File: config.mk
export PLATFORM = sky130hd
export DESIGN_NAME = ssd_display_arbiter
export DESIGN_NICKNAME = d
export VERILOG_FILES = /design/src/rtl/ssd_display_arbiter.sv
export SDC_FILE = /design/constraint.sdc
export NUM_CORES = 1
export LEC_CHECK = 0
export CORE_MARGIN = 4
export CORE_UTILIZATION = 41
export CTS_CLUSTER_SIZE = 14
export DETAILED_ROUTE_END_ITERATION = 8
export HOLD_SLACK_MARGIN = 0.12
export MAX_ROUTING_LAYER = met4
export PLACE_DENSITY = 0.76
export SLEW_MARGIN = 20
export SYNTH_ARGS = -nofsm -noshare
export SYNTH_HDL_FRONTEND = slang
export SYNTH_SLANG_ARGS = --single-unit
export TNS_END_PERCENT = 10
File: constraint.sdc
create_clock -name clk -period 2.6 [get_ports clk]
set_input_delay 0.52 -clock clk [delete_from_list [all_inputs] [get_ports clk]]
set_output_delay 0.52 -clock clk [all_outputs]
set_load 0.005 [all_outputs]
File: src/rtl/ssd_display_arbiter.sv
// ssd_display_arbiter: round-robin time-slot arbiter sharing one 4-digit display between four requesters
// Optional SSD_ARB_PRIORITY_EN makes source 0 preempt other owners.
module ssd_display_arbiter #(
  parameter int HOLD_CYCLES = 100_000_000,
  parameter int CNT_W       = 27
) (
  input  logic        clk,
  input  logic        rst,
  input  logic [3:0]  req,
  input  logic [63:0] vals,
  input  logic [15:0] masks,
  output logic [3:0]  grant,
  output logic [1:0]  src,
  output logic        busy,
  output logic [3:0]  digit0,
  output logic [3:0]  digit1,
  output logic [3:0]  digit2,
  output logic [3:0]  digit3,
  output logic [3:0]  mode
);
  typedef enum logic {IDLE, SHOW} state_t;
  state_t state, nstate;
  logic [CNT_W-1:0] cnt, ncnt;
  logic [1:0] ptr, win, own;
  logic found, load;
  assign busy = (state == SHOW);
  always_comb begin
    found = |req;
    win = ptr;
    for (int k = 4; k >= 1; k--) if (req[ptr + 2'(k)]) win = ptr + 2'(k);
    nstate = state;
    ncnt = cnt;
    load = 1'b0;
    if (state == IDLE) begin
      nstate = found ? SHOW : IDLE;
      load = found;
    end else if (!req[src] || cnt == '0) begin
      nstate = found ? SHOW : IDLE;
      load = found;
    end else ncnt = cnt - 1'b1;
`ifdef SSD_ARB_PRIORITY_EN
    if (state == SHOW && req[0] && src != 2'd0) begin
      win = 2'd0;
      load = 1'b1;
      nstate = SHOW;
    end
`endif
    if (load) ncnt = CNT_W'(HOLD_CYCLES - 1);
    own = load ? win : src;
  end
  always_ff @(posedge clk or posedge rst) begin
    if (rst) begin
      state <= IDLE;
      cnt <= '0;
      ptr <= 2'd3;
      src <= 2'd0;
      grant <= 4'd0;
      mode <= 4'd0;
      {digit3, digit2, digit1, digit0} <= 16'd0;
    end else begin
      state <= nstate;
      cnt <= ncnt;
      if (load) begin
        ptr <= win;
        src <= win;
      end
      grant <= (nstate == SHOW) ? 4'b1 << own : 4'd0;
      mode <= (nstate == SHOW) ? masks[4*own +: 4] : 4'd0;
      if (nstate == SHOW) {digit3, digit2, digit1, digit0} <= vals[16*own +: 16];
    end
  end
endmodule

==> flow_metrics.py, run 1 <==
metrics = {
    "run_status": {
        "status": "finished, violations left",
        "violations": "negative setup slack",
    },
    "floorplan": {
        "initial_utilization_pct": 42.37,
        "floorplan.die.height_microns": 97.37,
        "floorplan.io_pins": 113,
        "core_area_sq_um": 7727,
        "placement_rows": 32,
        "die_width_microns": 97.37,
        "dieArea_sq_um": 9480,
    },
    "hold_path": {
        "path_category_of_the_worst_min_delay_check": "reg2reg",
    },
    "routing": {
        "route.final.wire_length_microns": 9797,
        "post_drt_via_cell_ratio": 5.437,
        "met3RoutedLength_microns": 726,
        "drt_pass1_iterations": 4,
        "wl_met2_microns": 4922,
        "avgRoutedWirePerCell_microns": 16.61,
        "route.layer.met1.wl_microns": 3943,
        "drc_errors": 0,
        "via_count": 3208,
        "routed.top_layer": "met4",
        "detail_route.iter0.violations": 179,
        "antenna_left": 0,
    },
    "logic_synthesis": {
        "synth_area_leaders": "sky130_fd_sc_hd__dfrtp_1, sky130_fd_sc_hd__mux2_4, sky130_fd_sc_hd__mux2i_1",
        "share_of_synthesized_registers_carrying_an_async_set_or_reset_pct": 100.0,
        "synth_area_sq_um": 3274,
        "synth_cell_type_count": 56,
        "seq_area_frac_synth_pct": 42.87,
        "synth.avg_cell_area_sq_um": 9.804,
        "netlist.top_cell.by_area": "sky130_fd_sc_hd__dfrtp_1",
        "synthesis.instances": 334,
        "synth.net_count": 421,
        "post_synth_most_frequent_cells": "sky130_fd_sc_hd__dfrtp_1, sky130_fd_sc_hd__nand3_1, sky130_fd_sc_hd__nor2_1",
        "synth_top_area_share_pct": 41.27,
        "synthFlopType": "sky130_fd_sc_hd__dfrtp_1",
        "synth_seq_cells": 56,
        "synth-edff-count": 0,
        "synth.most_common_cell": "sky130_fd_sc_hd__dfrtp_1",
        "ys.warnings.count": 0,
    },
    "critical_path": {
        "crit_path_end_kind": "register",
        "crit_slowest_cell": "sky130_fd_sc_hd__or4_4",
        "cp_max_fo": 13,
        "timing.critical_path.slowest_cell_delay_ns": 0.57,
        "worstSetupPathType": "reg2reg",
        "buffer_and_inverter_count_on_the_worst_path": 2,
        "path_delay_family": "simple AND/OR/NAND/NOR gates",
        "crit_path_start_kind": "register",
        "worst-endpoint-arrival_ns": 2.84,
        "crit_chain": "or4_4 -> nor4_4 -> buf_4 -> a31oi_4 -> a211o_4 -> o21ai_4 -> buf_12 -> nand3_1 -> o211a_1",
        "cp_required_ns": 2.82,
    },
    "cts": {
        "cts.reportedPaths.clkPinSlew_ns": 0.10,
        "cts.sink_count": 56,
        "cts_tree": "yes",
        "holdBufCountCts": 0,
        "clock_path_buffers": 2,
        "numCtsBuffers": 5,
        "clkLatencyLatePin_ns": 0.32,
        "root_buffer": "sky130_fd_sc_hd__clkbuf_8",
        "cts_htree_levels": 2,
    },
    "sta": {
        "max_slew_headroom_at_the_worst_pin_pct": 50.68,
        "timing.fmax_ghz": 0.3820,
        "worst-slew-pin-transition_ns": 0.7342,
        "min_period_ns": 2.618,
        "worst_slack_on_hold_paths_ns": 0.4857,
        "final.setup_skew_ns": 0.01149,
        "timing.final.setup_violations": 1,
        "final_hold_viol_count": 0,
        "rsz0062_at_grt": "true",
        "period_share_pct": 100.7,
        "final.setup.worst_slack_ns": -0.01794,
        "finalMaxSlewViolations": 0,
    },
    "finish": {
        "antenna_cells_inserted": 0,
        "syn2layout_area_growth_pct": 54.72,
        "design_area_sq_um": 5066,
        "drive_gt1_share_pct": 20.90,
        "nNetsFinal": 574,
        "final-instance-count-excl-fill": 590,
    },
    "global_route": {
        "maximum_number_of_pins_on_one_net_before_global_route_repair": 57,
        "first_global_vias": 3393,
        "antenna_found_initial": 0,
        "grt.total_usage_pct": 20.84,
        "grt_overflow_total": 0,
        "grt_pass1_wl_microns": 15640,
    },
    "place": {
        "placed_cell_area_sq_um": 4827,
        "io_buffer_count": 112,
        "number_of_placed_cells_counting_well_taps": 575,
        "place.detailed.hpwl_microns": 7210,
        "gp_routability_congestion": 0.9201,
    },
    "run": {
        "cap_violations": 0,
    },
    "pwr": {
        "cellLeakagePower_nw": 2.084,
        "power.total_mw": 4.754,
        "power.ir.vdd_worst_mv": 0.6289,
        "pwr_density_cell_nw_per_um2": 938.4,
    },
}
## routing by layer
metal / track usage, % / up-vias
met3: 5.671 / 21
met1: 23.04 / 1540
met5: - / -
met4: 8.094 / 0
met2: 35.74 / 135
li1: - / 1512
## worst register-to-register path, delay by kind of cell, from the launching register on
| kind | cells | cell delay, ns |
|---|---|---|
| and+or+nand+nor | 3 | 1.00 |
| AOI/OAI and AO/OA | 4 | 0.78 |
| buffers and inverters | 2 | 0.34 |
| DFF | 1 | 0.39 |
## cell families after synthesis
| logic type | Yosys count | synth area share, % |
|---|---|---|
| muxes | 30 | 11.43 |
| buffers and inverters | 25 | 4.241 |
| and+or+nand+nor | 142 | 23.19 |
| xor gates and xnor gates | 10 | 2.675 |
| DFF | 56 | 42.87 |
| AOI/OAI and AO/OA | 70 | 15.21 |
| adders and majority gates | 1 | 0.3821 |
## power breakdown
part	switching (mW)	internal (mW)
clock	0.289	0.216
combinational	1.33	1.64
sequential	0.147	1.13
total	1.77	2.99
## registers in the layout, summed over array words and instances (netlist names)
signal and flops:
ptr 2, digit2 4, mode 4, cnt 27, digit0 4, busy 1
src 2, digit1 4, grant 4, digit3 4
## stage by stage
step	utilization, %	setup TNS (ns)	setup slack (ns)
floorplan	-	-0.6018	-0.05341
global placement	62.47	-5.138	-0.2423
detailed placement	62.47	-7.190	-0.3909
CTS	64.35	-0.01352	-0.01352
global route	65.56	-1.028	-0.08583
finish	65.56	-0.01794	-0.01794
## timing repair
action,CTS,global route
endpoints found under the hold margin,0,0
endpoints found under the setup margin,20,26
resized for setup,4,11
gates cloned,1,1
pin swaps,4,7
setup buffers,3,2
## final cells by class
type	instances	area, sq um
Multi-Input combinational cell	253	1817
Clock inverter	2	15.01
Timing Repair Buffer	162	1577
Sequential cell	56	1404
Fill cell	609	2661
Timing Repair inverter	1	6.256
Tap cell	102	127.6
Inverter	8	37.54
Clock buffer	6	82.58
## placed cells by master (no fill, tap or decap), drive strengths merged, types with 3 or more instances in the layout
master and instances:
clkdlybuf4s50 112, dfrtp 54, buf 49, nor2 33, nand3 32, o21ai 27
nand2 21, nand2b 16, mux2i 16, o211a 13, mux2 13, nor3 11
a21oi 10, inv 8, xnor2 7, clkbuf 7, nor4 7, o22ai 5
nor2b 5, or3 4, or4 3, xor2 3, a221oi 3
## final timing paths
check / slack [ns] / depth (start not counted) / from / end
max: -0.02 / 9 / cnt[6] / digit3[1]
min in group asynchronous: 0.56 / 3 / rst / cnt[13]
max in group asynchronous: 1.75 / 3 / rst / ptr[0]
max reg2reg: -0.02 / 9 / cnt[6] / digit3[1]
min reg2reg: 0.49 / 1 / cnt[11] / cnt[11]
min: 0.49 / 1 / cnt[11] / cnt[11]
Power figures use the tool's default switching activity.
==> run 2, diff against run 1 <==
CAP_MARGIN = 10   (was default)
==> results of run 2 <==
The final DEF is identical to that of run 1; final timing and power are the same.
==> run 3, diff against run 2 <==
SLEW_MARGIN = default   (was 20)
clock period = 2.4 ns   (was 2.6 ns; I/O delays follow)
==> run 3 against run 2 <==
Final area increased by 2.6%. The run still ends with negative setup slack left. Combinational power up 7.4%. Die area unchanged. Clock skew about the same. Via count is 0.53% lower. Register-to-register slack worse by 0.14 ns. First-iteration DRC count down 3.9%. Utilization increased by 1.7 points. Setup slack got worse by 0.14 ns. Cell count rose by 2.2%. Worst hold slack improved by 0.0038 ns.
==> flow_metrics.py, run 3 (synthesis gave the netlist of run 1 again) <==
metrics = {
    "pwr": {
        "pwr_density_cell_nw_per_um2": 998.0,
        "power.ir.vdd_worst_mv": 0.6074,
        "power.total_mw": 5.187,
        "cellLeakagePower_nw": 2.169,
    },
    "place": {
        "place_worst_setup_slack_ns": -0.4835,
        "io_buffer_count": 112,
        "placed_cell_area_sq_um": 4955,
        "place.detailed.hpwl_microns": 7312,
        "number_of_placed_cells_counting_well_taps": 592,
        "gp_routability_congestion": 0.9146,
    },
    "critical_path": {
        "timing.critical_path.slowest_cell_delay_ns": 0.57,
        "crit_slowest_cell": "sky130_fd_sc_hd__or4_4",
        "worst-endpoint-arrival_ns": 2.76,
        "cp_required_ns": 2.60,
        "crit_chain": "or4_4 -> nor4_4 -> a31o_4 -> and2_4 -> nor2_8 -> inv_8 -> mux2_4 -> o211a_1",
        "crit_start": "cnt[6]",
        "ff2ff_setup_slack_ns": -0.16,
        "crit_path_end_kind": "register",
        "crit_path_start_kind": "register",
        "timing.critical_path.to": "digit1[0]",
        "worst_r2r_endpoint": "digit1[0]",
        "worstSetupPathType": "reg2reg",
        "cp_max_fo": 8,
        "worst_r2r_startpoint": "cnt[6]",
        "reg2regPathDepth": 8,
    },
    "floorplan": {
        "initial_utilization_pct": 42.37,
        "placement_rows": 32,
        "dieArea_sq_um": 9480,
        "core_area_sq_um": 7727,
        "floorplan.die.height_microns": 97.37,
        "die_width_microns": 97.37,
        "floorplan.io_pins": 113,
    },
    "global_route": {
        "first_global_vias": 3261,
        "maximum_number_of_pins_on_one_net_before_global_route_repair": 38,
        "grt_overflow_total": 0,
        "grt_pass1_wl_microns": 15510,
        "antenna_found_initial": 0,
        "grt.total_usage_pct": 20.39,
    },
    "finish": {
        "most_common_library_cell_in_the_layout_ignoring_fill_and_taps": "sky130_fd_sc_hd__clkdlybuf4s50_1",
        "final-instance-count-excl-fill": 603,
        "largest_reg_flops": 27,
        "antenna_cells_inserted": 0,
        "nNetsFinal": 587,
        "num-fill-cells": 596,
        "mostFrequentLayoutCells": "sky130_fd_sc_hd__clkdlybuf4s50_1, sky130_fd_sc_hd__buf_4, sky130_fd_sc_hd__dfrtp_1, sky130_fd_sc_hd__nand3_1, sky130_fd_sc_hd__nor2_1",
        "drive_gt1_share_pct": 23.55,
        "design_area_sq_um": 5197,
        "max_flop_register": "cnt",
        "syn2layout_area_growth_pct": 58.73,
    },
    "sta": {
        "worst-slew-pin-transition_ns": 0.4548,
        "finalMaxSlewViolations": 0,
        "min_period_ns": 2.558,
        "timing.fmax_ghz": 0.3909,
        "final_hold_viol_count": 0,
        "final.setup.worst_slack_ns": -0.1581,
        "max_slew_headroom_at_the_worst_pin_pct": 69.64,
        "final.setup_skew_ns": 0.01137,
        "timing.final.setup_violations": 23,
        "rsz0062_at_grt": "true",
        "period_share_pct": 106.6,
        "worst_slack_on_hold_paths_ns": 0.4896,
    },
    "run": {
        "cap_violations": 0,
    },
    "routing": {
        "avgRoutedWirePerCell_microns": 15.83,
        "drt_pass1_iterations": 5,
        "drc_errors": 0,
        "route.final.wire_length_microns": 9544,
        "detail_route.iter0.violations": 172,
        "post_drt_via_cell_ratio": 5.292,
        "via_count": 3191,
        "antenna_left": 0,
    },
    "cts": {
        "cts.reportedPaths.clkPinSlew_ns": 0.10,
        "clkLatencyLatePin_ns": 0.31,
        "numCtsBuffers": 5,
        "cts_tree": "yes",
        "holdBufCountCts": 0,
        "root_buffer": "sky130_fd_sc_hd__clkbuf_8",
        "clock_path_buffers": 2,
        "cts.sink_count": 56,
        "cts_htree_levels": 2,
    },
    "run_status": {
        "violations": "negative setup slack",
        "status": "finished, violations left",
    },
    "hold_path": {
        "path_category_of_the_worst_min_delay_check": "in2async",
    },
}
run 3: cell count changes in the layout (fill, tap and decap cells not counted), sizes merged:
cell	change
buf	+14
bufinv	+1
clkbuf	-1
clkdlybuf4s50	-1
clkinv	+1
clkinvlp	-2
dlymetal6s2s	+1
run 3: area by class of cell:
cell class              count  area, sq um  area share (%)
multi-input cells         253         1839           35.39
flip-flops and latches     56         1404           27.01
repair inverters            1        11.26          0.2167
clock buffers               6        72.57           1.396
well taps                 102        127.6           2.455
clock inverters             2        35.03          0.6740
inverters                   8        37.54          0.7222
repair buffers            175         1670           32.14
run 3: what timing repair did:
item / in CTS / in global routing
setup buffers: 1 / 1
setup endpoints to repair: 34 / 36
pin swaps: 10 / 6
resized for setup: 14 / 14
cloned: 1 / 0
run 3: worst min path at each step:
stage / cells past startpoint / start / to / slack [ns]
floorplan: 1 / cnt[11] / cnt[11] / 0.44
global placement: 1 / cnt[11] / cnt[11] / 0.46
detailed placement: 1 / cnt[11] / cnt[11] / 0.49
CTS: 1 / cnt[11] / cnt[11] / 0.50
global route: 1 / cnt[11] / cnt[11] / 0.52
finish: 2 / rst / cnt[6] / 0.49
run 3: layer usage:
layer | up-vias | part of all wire [%] | track usage, % | wire length [microns]
met2 | 123 | 51 | 34.42 | 4844
met4 | 0 | 0.93 | 4.260 | 89
li1 | 1541 | - | - | -
met1 | 1519 | 41 | 25.36 | 3906
met5 | - | 0 | - | 0
met3 | 8 | 7.4 | 4.307 | 704
run 3: where the power goes:
part	internal [mW]	total, mW	switching (mW)	leakage, nW
clock	0.310	0.616	0.306	0.0552
combinational	1.79	3.19	1.40	1.50
sequential	1.23	1.38	0.152	0.617
total	3.33	5.19	1.86	2.17
run 3: through the flow:
stage,setup TNS [ns],utilization (%)
2_1_floorplan,-4.070,-
3_3_place_gp,-11.57,64.12
3_5_place_dp,-13.06,64.12
4_1_cts,-2.209,66.40
5_1_grt,-5.468,67.26
6_report,-2.690,67.26
run 3: worst max-delay path: cells and delay by family, from the launching register on:
kind / cells / cell delay [ns]
AND/OR/NAND/NOR: 4 / 1.18
AO/OA/AOI/OAI: 2 / 0.45
flip-flops: 1 / 0.40
multiplexers: 1 / 0.31
buffers and inverters: 1 / 0.11
